### src/rtl/uart_pkg.sv
// uart_pkg -- shared definitions for the UART receiver slice.
// Holds the 3-bit receiver state encoding and the default bit-period divider.
package uart_pkg;

   // System clock cycles per bit period: 9600 bps on the team system clock.
   localparam int CLOCK_DIV_DEFAULT = 104;

   // Receiver frame states; PARITY is only reachable with UART_RX_PARITY_EN.
   typedef enum logic [2:0] {
      IDLE   = 3'd0,
      START  = 3'd1,
      DATA   = 3'd2,
      PARITY = 3'd3,
      STOP   = 3'd4
   } rx_state_t;

   // Even-parity bit for a data byte: the bit that makes the total count of ones even.
   function automatic logic even_parity(input logic [7:0] b);
      return ^b;
   endfunction

endpackage

### src/rtl/uart_rx_if.sv
// uart_rx_if -- byte handshake and status between the UART receiver and its consumer.
// The receiver side (master) drives the byte, its valid flag, busy and the error
// pulses; the consumer side (slave) returns data_ack.
interface uart_rx_if;

   logic [7:0] data_out;
   logic       data_valid;
   logic       data_ack;
   logic       busy;
   logic       frame_err;
   logic       overrun_err;
   logic       parity_err;

   modport master (
      output data_out,
      output data_valid,
      input  data_ack,
      output busy,
      output frame_err,
      output overrun_err,
      output parity_err
   );

   modport slave (
      input  data_out,
      input  data_valid,
      output data_ack,
      input  busy,
      input  frame_err,
      input  overrun_err,
      input  parity_err
   );

endinterface

### src/rtl/uart_sync2.sv
// uart_sync2 -- two-flop synchronizer for a single asynchronous input.
// Both flops reset to 1 so an idle-high serial line shows no edge on reset release.
module uart_sync2 (
   input  logic clock,
   input  logic reset,
   input  logic d,
   output logic q
);

   logic meta;

   // Shift the asynchronous input through two flops to settle metastability.
   always_ff @(posedge clock or posedge reset) begin
      if (reset) begin
         meta <= 1'b1;
         q    <= 1'b1;
      end else begin
         meta <= d;
         q    <= meta;
      end
   end

endmodule

### src/rtl/uart_rx.sv
// uart_rx -- 8N1 UART receiver with optional even parity.
// Build option: define UART_RX_PARITY_EN to expect an even-parity bit after data
// bit 7 and drive parity_err; otherwise the PARITY state is never entered and
// parity_err is tied low.
// Bits are sampled at mid-bit: the start bit at CLOCK_DIV/2 cycles after the
// falling edge is seen, every later bit a full CLOCK_DIV after the previous one.
module uart_rx
   import uart_pkg::*;
#(
   parameter int CLOCK_DIV = CLOCK_DIV_DEFAULT
) (
   input  logic      clock,
   input  logic      reset,
   input  logic      rx,
   uart_rx_if.master bus
);

   localparam logic [15:0] HALF_M1 = 16'(CLOCK_DIV / 2 - 1);
   localparam logic [15:0] FULL_M1 = 16'(CLOCK_DIV - 1);

   logic       rx_sync;
   logic       rx_prev;
   rx_state_t  state;
   logic [15:0] bit_cnt;
   logic [2:0] bit_idx;
   logic [7:0] shift_reg;
   logic       frame_ok;     // stop bit sampled high this cycle
   logic       frame_bad;    // stop bit sampled low this cycle
`ifdef UART_RX_PARITY_EN
   logic       par_mismatch; // parity of the current frame disagreed
`endif

   uart_sync2 u_sync2 (
      .clock (clock),
      .reset (reset),
      .d     (rx),
      .q     (rx_sync)
   );

   // Remember the previous synchronized level for falling-edge detection.
   always_ff @(posedge clock or posedge reset) begin
      if (reset) rx_prev <= 1'b1;
      else       rx_prev <= rx_sync;
   end

   // Frame FSM: bit timing, data capture, and stop-bit verdict flags.
   // NOTE: every register here uses <= so all branches see the pre-edge values
   // of state, bit_cnt and bit_idx; a blocking update would leak into later tests.
   always_ff @(posedge clock or posedge reset) begin
      if (reset) begin
         state     <= IDLE;
         bit_cnt   <= 16'd0;
         bit_idx   <= 3'd0;
         // NOTE: the shift register is reset too; it is tiny, and a known value
         // keeps data_out deterministic even for a frame cut short by reset.
         shift_reg <= 8'h00;
         frame_ok  <= 1'b0;
         frame_bad <= 1'b0;
`ifdef UART_RX_PARITY_EN
         par_mismatch <= 1'b0;
`endif
      end else begin
         frame_ok  <= 1'b0;
         frame_bad <= 1'b0;
         case (state)
            IDLE: begin
               if (rx_prev && !rx_sync) begin
                  bit_cnt <= 16'd0;
                  state   <= START;
               end
            end
            START: begin
               if (bit_cnt == HALF_M1) begin
                  bit_cnt <= 16'd0;
                  if (!rx_sync) begin
                     bit_idx <= 3'd0;
                     state   <= DATA;
                  end else begin
                     state   <= IDLE;   // line went back high: false start
                  end
               end else begin
                  bit_cnt <= bit_cnt + 16'd1;
               end
            end
            DATA: begin
               if (bit_cnt == FULL_M1) begin
                  bit_cnt            <= 16'd0;
                  shift_reg[bit_idx] <= rx_sync;
                  bit_idx            <= bit_idx + 3'd1;
                  if (bit_idx == 3'd7) begin
`ifdef UART_RX_PARITY_EN
                     state <= PARITY;
`else
                     state <= STOP;
`endif
                  end
               end else begin
                  bit_cnt <= bit_cnt + 16'd1;
               end
            end
`ifdef UART_RX_PARITY_EN
            PARITY: begin
               if (bit_cnt == FULL_M1) begin
                  bit_cnt      <= 16'd0;
                  par_mismatch <= rx_sync ^ even_parity(shift_reg);
                  state        <= STOP;
               end else begin
                  bit_cnt <= bit_cnt + 16'd1;
               end
            end
`endif
            STOP: begin
               if (bit_cnt == FULL_M1) begin
                  bit_cnt   <= 16'd0;
                  frame_ok  <= rx_sync;
                  frame_bad <= ~rx_sync;
                  state     <= IDLE;    // ready for a back-to-back start bit
               end else begin
                  bit_cnt <= bit_cnt + 16'd1;
               end
            end
            default: begin
               bit_cnt <= 16'd0;
               state   <= IDLE;
            end
         endcase
      end
   end

   // Output stage: deliver the byte, manage the valid/ack handshake, raise pulses.
   always_ff @(posedge clock or posedge reset) begin
      if (reset) begin
         bus.data_out    <= 8'h00;
         bus.data_valid  <= 1'b0;
         bus.frame_err   <= 1'b0;
         bus.overrun_err <= 1'b0;
`ifdef UART_RX_PARITY_EN
         bus.parity_err  <= 1'b0;
`endif
      end else begin
         bus.frame_err   <= frame_bad;
         bus.overrun_err <= 1'b0;
`ifdef UART_RX_PARITY_EN
         bus.parity_err  <= 1'b0;
`endif
         if (frame_ok) begin
            // A completing byte wins over a same-cycle acknowledge.
            bus.data_out    <= shift_reg;
            bus.data_valid  <= 1'b1;
            bus.overrun_err <= bus.data_valid & ~bus.data_ack;
`ifdef UART_RX_PARITY_EN
            bus.parity_err  <= par_mismatch;
`endif
         end else if (bus.data_ack) begin
            bus.data_valid  <= 1'b0;
         end
      end
   end

`ifndef UART_RX_PARITY_EN
   assign bus.parity_err = 1'b0;
`endif

   // NOTE: busy is a plain continuous decode of the state register; a
   // combinational process with an incomplete assignment would infer a latch.
   assign bus.busy = (state != IDLE);

endmodule

### src/flat_wrapper.sv
// flat-port wrapper written by rule: the top's interface ports become plain ports
module uart_rx_flat import uart_pkg::*;
#(
   parameter int CLOCK_DIV = CLOCK_DIV_DEFAULT
)
  (clock, reset, rx, bus_data_out, bus_data_valid, bus_data_ack, bus_busy, bus_frame_err, bus_overrun_err, bus_parity_err);
  uart_rx_if bus_i ();
  input  logic clock;
  input  logic reset;
  input  logic rx;
  output wire logic [$bits(bus_i.data_out)-1:0] bus_data_out;
  output wire logic [$bits(bus_i.data_valid)-1:0] bus_data_valid;
  input wire logic [$bits(bus_i.data_ack)-1:0] bus_data_ack;
  output wire logic [$bits(bus_i.busy)-1:0] bus_busy;
  output wire logic [$bits(bus_i.frame_err)-1:0] bus_frame_err;
  output wire logic [$bits(bus_i.overrun_err)-1:0] bus_overrun_err;
  output wire logic [$bits(bus_i.parity_err)-1:0] bus_parity_err;
  assign bus_data_out = bus_i.data_out;
  assign bus_data_valid = bus_i.data_valid;
  assign bus_i.data_ack = bus_data_ack;
  assign bus_busy = bus_i.busy;
  assign bus_frame_err = bus_i.frame_err;
  assign bus_overrun_err = bus_i.overrun_err;
  assign bus_parity_err = bus_i.parity_err;
  uart_rx #(.CLOCK_DIV(CLOCK_DIV)) u_core (.clock(clock), .reset(reset), .rx(rx), .bus(bus_i));
endmodule
### config.mk
export PLATFORM = sky130hd
export DESIGN_NAME = uart_rx_flat
export DESIGN_NICKNAME = d
export VERILOG_FILES = /design/src/rtl/uart_pkg.sv /design/src/rtl/uart_rx_if.sv /design/src/rtl/uart_sync2.sv /design/src/rtl/uart_rx.sv /design/src/flat_wrapper.sv
export SDC_FILE = /design/constraint.sdc
export NUM_CORES = 1
export LEC_CHECK = 0
export ABC_CLOCK_PERIOD_IN_PS = 2400
export CAP_MARGIN = 10
export CORE_ASPECT_RATIO = 0.75
export CORE_UTILIZATION = 50
export DETAILED_ROUTE_END_ITERATION = 16
export GPL_TIMING_DRIVEN = 0
export PLACE_DENSITY = 0.82
export SKIP_LAST_GASP = 1
export SYNTH_ARGS = -nofsm -noshare
export SYNTH_HDL_FRONTEND = slang
export SYNTH_SLANG_ARGS = --single-unit
### constraint.sdc
create_clock -name clock -period 2.4 [get_ports clock]
set_input_delay 0.6 -clock clock [delete_from_list [all_inputs] [get_ports clock]]
set_output_delay 0.6 -clock clock [all_outputs]
set_load 0.03 [all_outputs]
== Yosys cells after proc, flatten, opt, wreduce, memory -nomap -nowiden ==
Cells that the tools add are included.
Storage, ports and cells
  flip-flop bits (word level): 46
  input port bits: 4
  logic and storage cells: 68
Operators by class
  add/sub/neg operators: 2
  $lt $le $gt $ge: 2
  equal/unequal tests: 12
  mux-type cells: 25
  bitwise logic cells: 3
  reduce and logical (&&, ||, !) cells: 11
Operator list (number)
  16-bit 2-to-1 mux: 3
  16-bit case mux with 3 select lines: 1
  3-bit 2-to-1 mux: 8
  16-bit by 1-bit adder with 16-bit output, second input constant: 1
  16-bit by 6-bit equality test with 1-bit output, second input constant: 1
  16-bit by 7-bit equality test with 1-bit output, second input constant: 1
  3-bit case mux with 4 select lines: 1
  2-bit by 1-bit != test with 1-bit output, second input constant: 5
  8-bit bitwise mux: 1
  1-bit 2-to-1 mux: 8
  3-bit equality test, second input constant: 2
  3-bit case mux with 2 select lines: 1
  5-bit AND reduction: 1
  3-bit by 4-bit less-than comparator with 1-bit output, second input constant: 1
  4-bit AND reduction: 1
  2-bit nonzero test: 2
  3-bit by 1-bit adder with 3-bit output, second input constant: 1
  1-bit demux with 3-bit select: 1
  3-bit by 1-bit equality test with 1-bit output, second input constant: 1
  3-bit by 2-bit equality test with 1-bit output, second input constant: 1
  3-bit by 1-bit greater-or-equal comparator with 1-bit output, second input constant: 1
  3-bit logical NOT: 1
  3-bit nonzero test: 1
  1-bit logical AND: 2
  other kinds (7): 8

== Depth between registers and ports, before layout ==
  depth in word-level cells: 5
  gate-level depth with buffers: 7

== Hierarchy ==
A second synthesis with hierarchy kept.
Unflattened totals
  cell total of the unflattened synthesis: 199
  area, all modules: 2207.1 µm²
By module, submodules not included
  uart_rx: times used 1, cells each 196, area each 2150.8 µm², sequential area each 1102.3 µm²
  uart_sync2: times used 1, cells each 3, area each 56.3 µm², sequential area each 52.6 µm²

== Worst setup path after synthesis ==
No wires, ideal clock.
  kind: flip-flop to flip-flop
  start: register u_core.bit_cnt[0]
  end: register u_core.shift_reg[0]
  setup time: 0.128 ns
  data arrival time: 1.872 ns
  required time: 2.272 ns
  path slack: 0.401 ns
  stages on the path, launching flop included: 7
  clock period less this slack: 1.999 ns
  path through: dfrtp_1 -> ha_1 -> nor4b_4 -> nand4_2 -> or3_4 -> nor3_1 -> mux2_1
On the way
  cells in the longest elaborated chain, start to end: 2
Ends and longest elaborated chain
  start: declaration: RTL line uart_rx.sv:24  | logic [15:0] bit_cnt;
  start signal: assignment: RTL line uart_rx.sv:82  | bit_cnt <= bit_cnt + 16'd1;
  start signal: assignment: RTL line uart_rx.sv:98  | bit_cnt <= bit_cnt + 16'd1;
  start signal: assignment: RTL line uart_rx.sv:119  | bit_cnt <= bit_cnt + 16'd1;
  16-bit by 7-bit equality test with 1-bit output: RTL line uart_rx.sv:86  | if (bit_cnt == FULL_M1) begin
  2-bit AND reduction (no line)
  end signal: indexed assignment: RTL line uart_rx.sv:88  | shift_reg[bit_idx] <= rx_sync;
  end: declaration: RTL line uart_rx.sv:26  | logic [7:0] shift_reg;
No other way between the ends.
A chain may end at the register's enable or synchronous reset.

== Worst setup path after layout ==
Same ends and word-level chain as after synthesis.

==> qor.yml <==
status:
  run_status: "completed"
grt:
  grt_util_met3_pct: 4.58
  top_usage_layer: "met2"
  number_of_global_route_vias_before_repair: 1420
  number_of_antenna_violations_at_the_first_check_in_global_routing: 0
  first_pass_grt_wire_length_mm: 6.74
  grtUsageMet2_pct: 28.9
  gr_layer_usage_met1_pct: 27.8
  grt_start_max_net_pins: 35
  globalRouteTotalUtil_pct: 19.4
  globalRoute.totalOverflow: 0
route:
  totalWireLength_mm: 4.12
  vias_per_cell: 5.51
  vias: 1525
  drt_iter0_markers: 86
  drt_pass1_iterations: 4
  final_antenna_net_count: 0
  route.detailed.wl_per_inst_um: 14.9
  drc: 0
placed_design:
  instance_area_at_placement_um2: 2460
  placement.io_buffers: 15
  gp_routability_congestion: 0.794
  place.detailed.hpwl_mm: 2.99
clocking:
  postCtsHoldBufs: 0
  clock_slew_at_reported_path_ffs_ns: 0.09
  h-tree-depth: 2
  clkSinkCount: 46
  postCtsSetupBuffers: 0
  cts_tree: "yes"
  clockBufferDepth: 2
  cts-root-buf: "sky130_fd_sc_hd__clkbuf_8"
  numCtsBuffers: 5
  worstSkewPairLatency_ns: 0.30
final_layout:
  insertedDiodeCount: 0
  post-route-util_pct: 62.6
  mostFrequentLayoutCells: "43 x sky130_fd_sc_hd__dfrtp_1, 14 x sky130_fd_sc_hd__clkdlybuf4s50_1, 13 x sky130_fd_sc_hd__nand3_1"
  area_growth_syn_to_layout_pct: 17.3
  post-route-cell-area_um2: 2600
  max_reg_flops: 16
  final_common_cell: "sky130_fd_sc_hd__dfrtp_1"
  fraction_of_final_layout_cells_sized_beyond_drive_strength_1_pct: 18.5
  layout.nets: 228
yosys:
  yosys_register_bits: 46
  syn-num-nets: 205
  synth_cell_type_count: 47
  syn_inst: 198
  yosys_most_used_dff: "sky130_fd_sc_hd__dfrtp_1"
  synth_area_leader_cell: "sky130_fd_sc_hd__dfrtp_1"
  synth_sequential_area_ratio_pct: 52.1
  synthesized_area_per_cell_um2: 11.2
  post_synthesis_async_set_or_reset_flop_share_pct: 100
  synth.top_cells.by_area: "sky130_fd_sc_hd__dfrtp_1 49%, sky130_fd_sc_hd__mux2_2 6.1%, sky130_fd_sc_hd__dfstp_2 3.6%"
  synthesis.yosys.warnings: 0
  mappedNetlistArea_um2: 2220
  synth_enable_flop_cells: 0
  yosys.area.top_type_share_pct: 48.5
worst_setup_path:
  worstPathMaxFanout: 5
  cp.required_ns: 2.58
  worst_path_dominant_cell_family: "simple AND/OR/NAND/NOR gates"
  startpoint_type: "flop"
  path_cells: "ha_2 > nor4b_4 > nand4_2 > or3_4 > nor3_1 > mux2_1"
  critical_path_max_stage_delay_ns: 0.43
  critical_path.endpoint_type: "flop"
  cp.arrival_ns: 2.46
  critical_path_buf_inv_count: 0
  cpMaxStageDelayCell: "sky130_fd_sc_hd__dfrtp_1"
  worst-setup-path-type: "reg2reg"
flow_run:
  maxCapViolCount: 0
sta:
  final_max_slew_viol_count: 0
  max_slew_margin_pct: 50.5
  clock.fmax_ghz: 0.438
  smallest_hold_slack_ns: 0.360
  period_minus_slack_ns: 2.28
  post_route_clock_period_utilization_pct: 95.1
  finalHoldViolCount: 0
  worst-slew-pin-transition_ns: 0.740
  totalNegativeSetupSlack_ns: 0
  fin_skew_ns: 0.00863
  grt_setup_unrepaired: "false"
  final-setup-viol-count: 0
power:
  ir_worst_vdd_v: 0.000403
  power.density_cell_area_nw_per_um2: 782
  power_leakage_nw: 1.19
worst_hold_path:
  min_path_type: "reg2reg"
floorplan:
  dieArea_um2: 4710
  dieHeight_um: 59.7
  initial_utilization_pct: 53.4
  die_width_um: 78.9
  core_area_um2: 4150
  placement_rows: 20
  num_io_pins: 17
cells in the mapped netlist (2+ instances only):
cell type,n
sky130_fd_sc_hd__o22ai_1,2
sky130_fd_sc_hd__inv_1,10
sky130_fd_sc_hd__o21ai_1,2
sky130_fd_sc_hd__o211ai_1,2
sky130_fd_sc_hd__xor2_1,6
sky130_fd_sc_hd__nor3_2,3
sky130_fd_sc_hd__nand2_1,12
sky130_fd_sc_hd__dfrtp_1,43
sky130_fd_sc_hd__a21oi_1,4
sky130_fd_sc_hd__nand3_1,13
sky130_fd_sc_hd__a21o_1,6
sky130_fd_sc_hd__o21ai_0,6
sky130_fd_sc_hd__nor3b_1,3
sky130_fd_sc_hd__dfstp_2,3
sky130_fd_sc_hd__mux2_1,5
sky130_fd_sc_hd__mux2_2,12
sky130_fd_sc_hd__and2_1,3
sky130_fd_sc_hd__nand2b_1,5
sky130_fd_sc_hd__clkbuf_1,4
sky130_fd_sc_hd__or3_1,2
sky130_fd_sc_hd__nor3_1,6
sky130_fd_sc_hd__nand4_1,3
sky130_fd_sc_hd__buf_4,2
sky130_fd_sc_hd__ha_1,3
sky130_fd_sc_hd__nor4_1,4
sky130_fd_sc_hd__nor2_1,12
sky130_fd_sc_hd__nand4_2,2
layer usage:
layer	part of all wire, %	wire length [um]	vias to the layer above
met3	3.5	143	7
met5	0	0	-
met1	50	2050	736
met2	45	1860	30
met4	1.5	62	0
li1	-	-	752
final timing paths:
check / slack (ns) / to / from / cells past startpoint
max: 0.12 / u_core.shift_reg[0] / u_core.bit_cnt[0] / 6
min: 0.36 / u_core.u_sync2.q / u_core.u_sync2.meta / 0
max reg2reg: 0.12 / u_core.shift_reg[0] / u_core.bit_cnt[0] / 6
min reg2reg: 0.36 / u_core.u_sync2.q / u_core.u_sync2.meta / 0
max in group asynchronous: 1.32 / u_core.rx_prev / reset / 3
min in group asynchronous: 0.55 / u_core.bit_cnt[11] / reset / 2
cells by family (layout without fill, tap and decap cells):
kind of cell	Yosys count	in the layout	share of synthesized area, %
other cells	1	1	0.169
fa+ha+maj	3	3	1.69
mux	18	18	9.09
simple gates	76	76	21.1
compound gates	30	30	9.82
flops	46	46	52.1
xor+xnor	7	7	2.77
buf+inv	17	41	3.27
what timing repair did:
item	CTS	global route
gates resized for setup	2	1
endpoints found under the hold margin	0	0
setup endpoints to repair	1	2
layout make-up:
class,count,area [um2]
Fill cell,353,1550
Sequential cell,46,1150
Multi-Input combinational cell,135,998
Timing Repair Buffer,16,169
Clock buffer,5,68.8
Clock inverter,3,68.8
Tap cell,55,68.8
Inverter,10,37.5
Buffer,7,35.0
through the flow:
| stage | setup WS (ns) | cells | total power, mW |
|---|---|---|---|
| floorplan | 0.401 | 198 | 1.22 |
| global placement | -0.162 | 268 | 1.33 |
| detailed placement | 0.118 | 269 | 1.35 |
| CTS | 0.0852 | 277 | 2.03 |
| global route | 0.00662 | 277 | 2.13 |
| finish | 0.117 | 277 | 2.03 |
where the power goes:
group          internal, mW  leakage, nW  switching [mW]
registers             0.815        0.627          0.0569
clock network         0.417       0.0683           0.265
logic                 0.178        0.492           0.301
Power figures use the tool's default switching activity.
